File: src/rtl/nibble_serial_alu_ctrl_pkg.sv
// rtl/nibble_serial_alu_ctrl_pkg.sv - shared encodings and helpers for the nibble-serial ALU sequencer
package nibble_serial_alu_ctrl_pkg;

  localparam int NIBBLE_W = 4;

  // Operand select encodings understood by the 4-bit arithmetic unit
  localparam logic [1:0] AU_S_B    = 2'b00;
  localparam logic [1:0] AU_S_NB   = 2'b01;
  localparam logic [1:0] AU_S_ZERO = 2'b10;
  localparam logic [1:0] AU_S_ONES = 2'b11;

  typedef enum logic [1:0] {
    ST_IDLE = 2'b00,
    ST_RUN  = 2'b01,
    ST_DONE = 2'b10
  } state_t;

  // Sign bit of the operand the unit actually adds, given the select and B's sign bit
  function automatic logic sel_d3(input logic [1:0] s, input logic b3);
    case (s)
      AU_S_B:    sel_d3 = b3;
      AU_S_NB:   sel_d3 = ~b3;
      AU_S_ZERO: sel_d3 = 1'b0;
      default:   sel_d3 = 1'b1;
    endcase
  endfunction

endpackage

File: src/rtl/nibble_serial_alu_ctrl_shreg.sv
// rtl/nibble_serial_alu_ctrl_shreg.sv - nibble_shreg: loadable right shift-by-4 register with serial nibble input at the top
module nibble_shreg
  import nibble_serial_alu_ctrl_pkg::*;
#(
  parameter int W = 16
) (
  input  logic                clk,
  input  logic                rst_n,
  input  logic                load,
  input  logic                shift,
  input  logic [W-1:0]        load_data,
  input  logic [NIBBLE_W-1:0] ser_in,
  output logic [W-1:0]        q
);

  // Parallel load wins over shift; a shift drops the LSB nibble and inserts ser_in at the top
  always_ff @(posedge clk or negedge rst_n) begin
    if (!rst_n) begin
      q <= '0;
    end else if (load) begin
      q <= load_data;
    end else if (shift) begin
      q <= {ser_in, q[W-1:NIBBLE_W]};
    end
  end

endmodule

File: src/rtl/nibble_serial_alu_ctrl.sv
// rtl/nibble_serial_alu_ctrl.sv - wide add/sub sequencer driving a 4-bit arithmetic unit one nibble per clock (NSALU_FLAGS_EN enables zero/ovf flags)
module nibble_serial_alu_ctrl
  import nibble_serial_alu_ctrl_pkg::*;
#(
  parameter  int NIBBLES = 4,
  localparam int W       = NIBBLE_W * NIBBLES
) (
  input  logic                clk,
  input  logic                rst_n,
  input  logic                start_valid,
  output logic                start_ready,
  input  logic [W-1:0]        a_in,
  input  logic [W-1:0]        b_in,
  input  logic [1:0]          s_in,
  input  logic                cin_in,
  output logic [NIBBLE_W-1:0] au_a,
  output logic [NIBBLE_W-1:0] au_b,
  output logic [1:0]          au_s,
  output logic                au_cin,
  input  logic [NIBBLE_W-1:0] au_r,
  input  logic                au_cout,
  output logic                res_valid,
  input  logic                res_ready,
  output logic [W-1:0]        result,
  output logic                cout,
  output logic                zero,
  output logic                ovf
);

  localparam int CNT_W = (NIBBLES > 2) ? $clog2(NIBBLES) : 1;
  localparam logic [CNT_W-1:0] LAST_CNT = CNT_W'(NIBBLES - 1);

  state_t          state;
  logic [1:0]      s_reg;
  logic            carry_reg;
  logic [CNT_W-1:0] cnt;
  logic [W-1:0]    a_q;
  logic [W-1:0]    b_q;
  logic [W-1:0]    res_q;

  logic accept;
  logic running;
  logic last_nib;

  assign accept   = (state == ST_IDLE) && start_valid;
  assign running  = (state == ST_RUN);
  assign last_nib = running && (cnt == LAST_CNT);

  assign start_ready = (state == ST_IDLE);
  assign res_valid   = (state == ST_DONE);
  assign result      = res_q;

  // The unit only sees live operands while running; it is fed zeros otherwise
  assign au_a   = running ? a_q[NIBBLE_W-1:0] : '0;
  assign au_b   = running ? b_q[NIBBLE_W-1:0] : '0;
  assign au_s   = running ? s_reg : 2'b00;
  assign au_cin = running ? carry_reg : 1'b0;

  nibble_shreg #(.W(W)) u_a_sh (
    .clk       (clk),
    .rst_n     (rst_n),
    .load      (accept),
    .shift     (running),
    .load_data (a_in),
    .ser_in    ('0),
    .q         (a_q)
  );

  nibble_shreg #(.W(W)) u_b_sh (
    .clk       (clk),
    .rst_n     (rst_n),
    .load      (accept),
    .shift     (running),
    .load_data (b_in),
    .ser_in    ('0),
    .q         (b_q)
  );

  // Result nibbles arrive LSB first, so after NIBBLES shifts the first one sits at the bottom
  nibble_shreg #(.W(W)) u_res_sh (
    .clk       (clk),
    .rst_n     (rst_n),
    .load      (1'b0),
    .shift     (running),
    .load_data ('0),
    .ser_in    (au_r),
    .q         (res_q)
  );

  // Sequencer: accept operands, step one nibble per clock with a registered carry, hold result until taken
  always_ff @(posedge clk or negedge rst_n) begin
    if (!rst_n) begin
      state     <= ST_IDLE;
      s_reg     <= 2'b00;
      carry_reg <= 1'b0;
      cnt       <= '0;
      cout      <= 1'b0;
    end else begin
      case (state)
        ST_IDLE: begin
          if (start_valid) begin
            s_reg     <= s_in;
            carry_reg <= cin_in;
            cnt       <= '0;
            state     <= ST_RUN;
          end
        end
        ST_RUN: begin
          carry_reg <= au_cout;
          cnt       <= cnt + 1'b1;
          if (cnt == LAST_CNT) begin
            cout  <= au_cout;
            state <= ST_DONE;
          end
        end
        ST_DONE: begin
          if (res_ready) begin
            state <= ST_IDLE;
          end
        end
        default: state <= ST_IDLE;
      endcase
    end
  end

`ifdef NSALU_FLAGS_EN
  logic [W-1:0] final_res;
  logic         d3;

  assign final_res = {au_r, res_q[W-1:NIBBLE_W]};
  assign d3        = sel_d3(s_reg, b_q[NIBBLE_W-1]);

  // Flags are captured alongside the last nibble so they line up with the completed result
  always_ff @(posedge clk or negedge rst_n) begin
    if (!rst_n) begin
      zero <= 1'b0;
      ovf  <= 1'b0;
    end else if (last_nib) begin
      zero <= (final_res == '0);
      ovf  <= (a_q[NIBBLE_W-1] == d3) && (au_r[NIBBLE_W-1] != a_q[NIBBLE_W-1]);
    end
  end
`else
  assign zero = 1'b0;
  assign ovf  = 1'b0;
`endif

endmodule

File: config.mk
export PLATFORM = sky130hd
export DESIGN_NAME = nibble_serial_alu_ctrl
export DESIGN_NICKNAME = d
export VERILOG_FILES = /design/src/rtl/nibble_serial_alu_ctrl_pkg.sv /design/src/rtl/nibble_serial_alu_ctrl_shreg.sv /design/src/rtl/nibble_serial_alu_ctrl.sv
export SDC_FILE = /design/constraint.sdc
export NUM_CORES = 1
export LEC_CHECK = 0
export ABC_AREA = 0
export BUFFER_PORTS_ARGS = -buffer_cell sky130_fd_sc_hd__buf_2
export CAP_MARGIN = 20
export CELL_PAD_IN_SITES_DETAIL_PLACEMENT = 1
export CELL_PAD_IN_SITES_GLOBAL_PLACEMENT = 2
export CORE_UTILIZATION = 35
export DETAILED_ROUTE_END_ITERATION = 12
export PLACE_DENSITY = 0.92
export SLEW_MARGIN = 30
export SYNTH_ARGS = -nofsm -noshare
export SYNTH_HDL_FRONTEND = slang
export SYNTH_SLANG_ARGS = --single-unit
File: constraint.sdc
create_clock -name clk -period 3.02 [get_ports clk]
set_input_delay 0.151 -clock clk [delete_from_list [all_inputs] [get_ports clk]]
set_output_delay 0.151 -clock clk [all_outputs]
set_load 0.005 [all_outputs]
; Word level (Yosys, flattened, before mapping)
; Cells that the tools add are included.
[totals]
inputBits = 44
output_inout_bits = 32
wordCells = 39
register_bits = 56
[classes]
muxes = 16
add_sub_neg = 1
reduce_logical = 8
n_eq_ne = 6
[op_table]
columns = op, count
row1 = $mux W16, 4
row2 = $mux W2, 5
row3 = $mux W4, 2
row4 = $pmux W2 S3, 1
row5 = $reduce_and A2 Y1, 3
row6 = $eq A2 B2 Y1 const B, 2
row7 = $ne A2 B1 Y1 const B, 2
row8 = $pmux W2 S2, 1
row9 = $reduce_bool A2 Y1, 2
row10 = $reduce_and A3 Y1, 1
row11 = $add A2 B1 Y2 const B, 1
row12 = $eq A2 B1 Y1 const B, 1
row13 = $logic_not A2 Y1, 1
row14 = $mux W1, 2
row15 = $ne A2 B2 Y1 const B, 1
row16 = $pmux W1 S2, 1
row17 = $logic_and A1 B1 Y1, 1

; Depth between registers and ports, before layout
; Gate-level depths: netlist of the first run.
[logic_depth]
depth_word = 3
mapped_depth = 5
ltp_nobuf = 3

; Modules after synthesis
; Synthesis of the first run repeated with hierarchy kept, for this count alone.
[unflattened]
cells_unflattened = 256
area_unflattened_um2 = 2695.1
[modules_own_cells]
columns = mod, seq_area_each_um2, cells_per_inst, instances, area_per_inst_um2
row1 = nibble_shreg, 400.4, 69, 3, 744.5
row2 = nibble_serial_alu_ctrl, 200.2, 49, 1, 461.7

; Least setup slack after synthesis of the first run
; OpenSTA, ideal clock, no wires.
[synth_path]
kind = reg2reg
from = reg state[1]
to = reg u_res_sh.q[12]
path_slack_ns = 1.678
t_arrival_ns = 1.217
setup_ns = 0.125
n_path_buf = 2
stages_incl_launch_ff = 5
period_less_slack_ns = 1.342
required_ns = 2.895
path_cell_list = dfrtp_1 > buf_2 > nor2b_1 > buf_4 > mux2_2
[synth_via]
elab_chain_cells = 1
[synth_rtl]
columns = item, line_no
row1 = start: declaration, nibble_serial_alu_ctrl.sv:33  ; state_t state;
row2 = start signal: assignment, nibble_serial_alu_ctrl.sv:93  ; state <= ST_IDLE;
row3 = start signal: assignment, nibble_serial_alu_ctrl.sv:105  ; state <= ST_RUN;
row4 = start signal: assignment, nibble_serial_alu_ctrl.sv:113  ; state <= ST_DONE;
row5 = $eq A2 B1 Y1, nibble_serial_alu_ctrl.sv:46  ; assign running = (state == ST_RUN);
row6 = end signal: assignment, nibble_serial_alu_ctrl_shreg.sv:21  ; q <= load_data;
row7 = end signal: assignment, nibble_serial_alu_ctrl_shreg.sv:23  ; q <= {ser_in, q[W-1:NIBBLE_W]};
row8 = end: declaration, nibble_serial_alu_ctrl_shreg.sv:13  ; output logic [W-1:0] q
; No other way between the ends.
; A chain may end at the register's enable or synchronous reset.

; Final worst setup path of the first run
[layout_path]
from = reg state[0]
to = out au_b[2]
[layout_via]
elab_chain_cells = 2
[layout_rtl]
columns = item, line_no
row1 = $eq A2 B1 Y1, nibble_serial_alu_ctrl.sv:46
row2 = $mux W4, nibble_serial_alu_ctrl.sv:55  ; assign au_b = running ? b_q[NIBBLE_W-1:0] : '0;
row3 = end: declaration, nibble_serial_alu_ctrl.sv:17  ; output logic [NIBBLE_W-1:0] au_b,
; No other way between the ends.

==> flow_metrics.tcl, run 1 <==
set metrics [dict create \
    status "completed" \
    cts.sinks 56 \
    antenna_found_initial 0 \
    routed_wl_mm 6.51 \
    avgSynthCellArea_sq_um 11.5 \
    cap_violations 0 \
    track_usage 0.174 \
    path_class "flip-flop to output port" \
    synth_area_leaders "dfrtp_1 (53%), mux2_2 (8.0%), inv_1 (3.8%)" \
    crit_slowest_cell "nor2b_2" \
    die_w_microns 89.2 \
    synth_ff_type "dfrtp_1" \
    grt_pass1_vias 2076 \
    core-area_sq_um 7290 \
    synthDistinctLibCells 30 \
    slew_headroom 0.359 \
    powerDensity_nw_per_um2 1050 \
    seq_area_frac_synth 0.527 \
    synth_top_area_cell "dfrtp_1" \
    worst_slew_pin_slew_ns 0.957 \
    die_h_microns 89.2 \
    place_area_sq_um 3070 \
    grt_overflow 0 \
    synth-seq-cells 56 \
    crit_path_end_kind "output port" \
    hold_violations 0 \
    reg_top3 "u_a_sh.q x16, u_b_sh.q x16, u_res_sh.q x16" \
    io_pins 76 \
    yosysTopAreaCellShare 0.527 \
    crit_path_max_fanout 22 \
    synth_area_sq_um 2660 \
    synthTopCellsByCount "dfrtp_1 (56), inv_1 (27), mux2_2 (19)" \
    arrival_ns 2.30 \
    netlist_instances 232 \
    finalSetupTns_ns 0 \
    p_leak_nw 1.48 \
    worstPathRequired_ns 2.87 \
    vdd_drop_max_mv 0.314 \
    grt_setup_unrepaired "no" \
    drc 0 \
    grt_pass1_wl_mm 10.3 \
    gp_congestion 0.708 \
    crit_path_max_incr_delay_ns 0.89 \
    cts_buffer_depth 2 \
    num_vias 2070 \
    skew_ns 0.00813 \
    synth.most_common_cell "dfrtp_1" \
    first_pass_iters 4 \
    critPathLaunchType "flip-flop" \
    dp_hpwl_mm 4.33 \
    drv_slew 0 \
    drive_above_1_share 0.382 \
    clock_latency_ns 0.31 \
    fin_area_sq_um 3200 \
    cts.reportedPaths.clkPinSlew_ns 0.10 \
    grt_start_max_net_pins 43 \
    dp_cells 386 \
    fillCellCount 825 \
    stdcell_count 395 \
    min_period_over_period 0.813 \
    via_per_inst 5.24 \
    wl_per_cell_microns 16.5 \
    area_growth_pct 20.3 \
    htree_levels 2 \
    synth-edff-count 0 \
    ant_nets 0 \
    rows 31 \
    hp-class "primary input to flip-flop" \
    ys_warn_count 0 \
    cp_cell_sequence "nor2b_2 > and2_1 > buf_2" \
    cts.root.buffer_cell "clkbuf_8" \
    finalSetupViolCount 0 \
    start_util 0.365 \
    die_area_sq_um 7950 \
    fmax_mhz 407 \
    cts_tree "built" \
    drt-initial-drc-count 169 \
    final_nets 340 \
    antenna_cells 0 \
    port_buffers 73 \
    async_flop_share 1.00 \
    fin_crit_ns 2.46 \
    cts_buffers 5 \
]
==> path summary, 6_finish.rpt <==
path,from,to,slack (ns),cells past startpoint
min in group asynchronous,rst_n,u_res_sh.q[10],0.37,2
worst min-delay path,au_r[1],u_res_sh.q[13],0.07,2
worst min register to register,cnt[0],cnt[0],0.50,1
worst max register to register,state[0],u_res_sh.q[12],0.85,2
max in group asynchronous,rst_n,u_a_sh.q[4],2.03,3
worst max-delay path,state[0],au_b[2],0.56,3
==> metal layers <==
layer  share of wire  global-route usage  routed length [microns]
met4          0.0068              0.0519                       44
met1            0.46               0.234                     3000
met2            0.48               0.287                     3100
met3           0.056              0.0332                      365
met5               0                   0                        0
==> power breakdown <==
part	total (W)	switching [W]	internal [W]
clock	0.000499	0.000248	0.000251
combinational	0.00148	0.000735	0.000747
sequential	0.00137	0.000250	0.00112
total	0.00335	0.00123	0.00212
==> cell families (layout without fill, tap and decap cells) <==
kind of cell	Yosys count	in the layout	synth area share
AND/OR/NAND/NOR	67	67	0.174
flip-flops	56	56	0.527
buffers and inverters	49	112	0.0814
AO/OA/AOI/OAI	38	38	0.127
multiplexers	20	20	0.0842
adder cells (fa/ha/maj)	1	1	0.00471
other	1	2	0.00141
==> worst max-delay path, delay by kind of cell (launching register included) <==
kind | cells | cell delay (ns)
AND/OR/NAND/NOR | 2 | 1.13
buffers and inverters | 1 | 0.11
flip-flops | 1 | 0.74
==> final cells by class <==
class	instances	area, sq um	share of cell area
well taps	99	124	0.0387
repair buffers	77	400	0.125
clock inverters	2	38.8	0.0121
flip-flops and latches	56	1400	0.438
multi-input cells	128	1060	0.332
clock buffers	6	72.6	0.0227
inverters	27	101	0.0317
==> placed cells by master (no fill, tap or decap) <==
cell type | netlist | routed
mux2i_1 | 1 | 1
nor3b_2 | 1 | 1
buf_4 | 5 | 4
a211oi_1 | 10 | 10
conb_1 | 1 | 2
nand2b_1 | 4 | 3
ha_1 | 1 | 1
bufinv_16 | 0 | 1
nor2_1 | 5 | 5
nor2b_1 | 11 | 10
buf_2 | 10 | 72
inv_6 | 0 | 1
a222oi_1 | 10 | 10
inv_1 | 27 | 27
a22o_1 | 3 | 3
nand3b_1 | 7 | 7
and2_1 | 7 | 7
nand2_1 | 6 | 6
nor4b_1 | 10 | 10
o21ba_2 | 1 | 1
o221ai_1 | 6 | 6
a21oi_1 | 1 | 1
or2_2 | 1 | 1
mux2_2 | 19 | 19
dfrtp_1 | 56 | 56
nand2b_2 | 0 | 1
o21ai_0 | 1 | 1
o21bai_4 | 0 | 1
o221a_2 | 5 | 5
nor2b_2 | 0 | 1
or4b_1 | 5 | 5
nor3b_1 | 10 | 10
clkbuf_8 | 0 | 5
dlygate4sd3_1 | 0 | 1
clkbuf_1 | 6 | 1
==> repair_timing <==
item                                   in CTS  in global routing
gates resized for setup                     0                  0
hold buffers                                1                  0
setup buffers                               0                  0
endpoints found under the hold margin       1                  0
==> metrics by stage <==
| step | utilization | total power [W] | setup WS, ns | hold slack [ns] |
|---|---|---|---|---|
| final | 0.439 | 0.00335 | 0.564 | 0.0690 |
| after global routing | 0.439 | 0.00362 | 0.382 | 0.0561 |
| after CTS | 0.437 | 0.00338 | 0.572 | 0.0623 |
| after detailed placement | 0.420 | 0.00287 | 0.851 | 0.348 |
| after global placement | 0.420 | 0.00279 | 0.923 | 0.339 |
| after floorplan | - | 0.00237 | 1.68 | -0.145 |
No activity file was read; power rests on OpenSTA's default activity.
==> run 2, diff against run 1 <==
--- a/config.mk
+++ b/config.mk
@@ -10,9 +10,9 @@
 export CAP_MARGIN = 20
 export CELL_PAD_IN_SITES_DETAIL_PLACEMENT = 1
 export CELL_PAD_IN_SITES_GLOBAL_PLACEMENT = 2
-export CORE_UTILIZATION = 35
+export CORE_UTILIZATION = 32
 export DETAILED_ROUTE_END_ITERATION = 12
-export PLACE_DENSITY = 0.92
+export PLACE_DENSITY = 0.86
 export SLEW_MARGIN = 30
 export SYNTH_ARGS = -nofsm -noshare
 export SYNTH_HDL_FRONTEND = slang
==> constraint.sdc (replaced) <==
create_clock -name clk -period 2.35 [get_ports clk]
set_input_delay 0.1175 -clock clk [delete_from_list [all_inputs] [get_ports clk]]
set_output_delay 0.1175 -clock clk [all_outputs]
set_load 0.005 [all_outputs]
==> flow_metrics.tcl, run 2 (synthesized netlist as in run 1, its figures left out) <==
set metrics [dict create \
    reg_top3 "u_a_sh.q x16, u_b_sh.q x16, u_res_sh.q x16" \
    crit_path_end_kind "output port" \
    cts_buffer_depth 2 \
    rr_endpoint "u_res_sh.q[15]" \
    finalSetupViolCount 0 \
    setup_ws_ns 0.453 \
    finalSetupTns_ns 0 \
    min_period_over_period 0.807 \
    drive_above_1_share 0.390 \
    io_pins 76 \
    hp-class "primary input to flip-flop" \
    fin_area_sq_um 3200 \
    dp_hpwl_mm 4.65 \
    stdcell_count 402 \
    worstPathRequired_ns 2.23 \
    drt-initial-drc-count 92 \
    p_leak_nw 1.48 \
    htree_levels 2 \
    cts.sinks 56 \
    clock_latency_ns 0.31 \
    grt_overflow 0 \
    die_h_microns 93.2 \
    fmax_mhz 527 \
    path_class "flip-flop to output port" \
    cap_violations 0 \
    hold_violations 0 \
    crit_path_max_fanout 12 \
    swShare 0.373 \
    p_clk_frac 0.121 \
    ant_nets 0 \
    via_per_inst 5.09 \
    grt_setup_unrepaired "no" \
    first_pass_iters 5 \
    cts.reportedPaths.clkPinSlew_ns 0.10 \
    r2r-start "state[0]" \
    worst_slew_pin_slew_ns 0.852 \
    rrSetupSlack_ns 0.69 \
    grt_pass1_vias 2046 \
    cts.root.buffer_cell "clkbuf_8" \
    port_buffers 73 \
    die_w_microns 93.2 \
    min_from "a_in[13]" \
    comb_power_share 0.471 \
    cts_tree "built" \
    track_usage 0.157 \
    r2r_cells 4 \
    ctsResizeCount 0 \
    dp_slack_ns 0.704 \
    p_switching_w 0.00157 \
    status "completed" \
    critPathLaunchType "flip-flop" \
    grt_start_max_net_pins 37 \
    whs_endpoint "u_a_sh.q[13]" \
    fillCellCount 912 \
    die_area_sq_um 8680 \
    seqPwrFrac 0.407 \
    skew_ns 0.00828 \
    antenna_found_initial 0 \
    hold_buffers 1 \
    dp_cells 394 \
    p_int_w 0.00264 \
    final_nets 345 \
    vdd_drop_max_mv 0.385 \
    grt_pass1_wl_mm 10.5 \
    routed_wl_mm 6.51 \
    num_vias 2047 \
    drv_slew 0 \
    holdPathStages 2 \
    start_util 0.337 \
    wl_per_cell_microns 16.2 \
    total_power_w 0.00421 \
    final_cell_mix "buf_2 (73), dfrtp_1 (56), inv_1 (27), mux2_2 (19)" \
    drc 0 \
    antenna_cells 0 \
    gp_congestion 0.705 \
    cts_buffers 5 \
    place_area_sq_um 3110 \
    regArea_sq_um 1400 \
    powerDensity_nw_per_um2 1320 \
    multiInputGateArea_sq_um 1050 \
    arrival_ns 1.78 \
    final_common_cell "buf_2" \
    post_cts_buffers 0 \
    core-area_sq_um 7890 \
    area_growth_pct 20.3 \
    rows 32 \
    fin_crit_ns 1.90 \
    slew_headroom 0.430 \
]
==> run 2: power groups by stage <==
stage,logic [W],clock network [W],registers (W)
5_1_grt,0.00221,0.000563,0.00179
4_1_cts,0.00201,0.000534,0.00172
6_report,0.00198,0.000511,0.00172
3_3_place_gp,0.00193,0,0.00171
2_1_floorplan,0.00138,0,0.00167
3_5_place_dp,0.00201,0,0.00174
==> run 2: critical path, stage by stage (launching register included) <==
cell     delay [ns]
dfrtp_1        0.51
nor2_1         0.71
buf_2          0.24
==> run 2: how the worst max path moves through the flow <==
stage               startpoint              to  slack [ns]  depth (start not counted)
floorplan             state[1]  u_res_sh.q[12]        1.01                          4
global placement      state[1]        s_reg[1]        0.72                          3
detailed placement    state[0]  u_res_sh.q[15]        0.70                          4
CTS                   state[0]         au_a[0]        0.46                          5
global route          state[0]         au_a[2]        0.33                          5
finish                state[1]     start_ready        0.45                          2
==> run 2: area by class of cell <==
type	count	area share
inverters	27	0.0317
clock buffers	5	0.0215
clock inverters	2	0.00391
flip-flops and latches	56	0.438
well taps	102	0.0399
multi-input cells	128	0.329
repair buffers	82	0.136
==> run 2: through the flow <==
step | util | hold WS (ns)
6_report | 0.405 | 0.0326
5_1_grt | 0.405 | 0.0228
4_1_cts | 0.405 | 0.0198
3_5_place_dp | 0.394 | 0.0592
3_3_place_gp | 0.394 | 0.0555
2_1_floorplan | - | -0.178
==> run 2: routing by layer <==
layer / global-route usage / wire length, microns
met3: 0.0366 / 328
met5: 0 / 0
met4: 0.0269 / 44
met1: 0.225 / 3120
met2: 0.244 / 3010
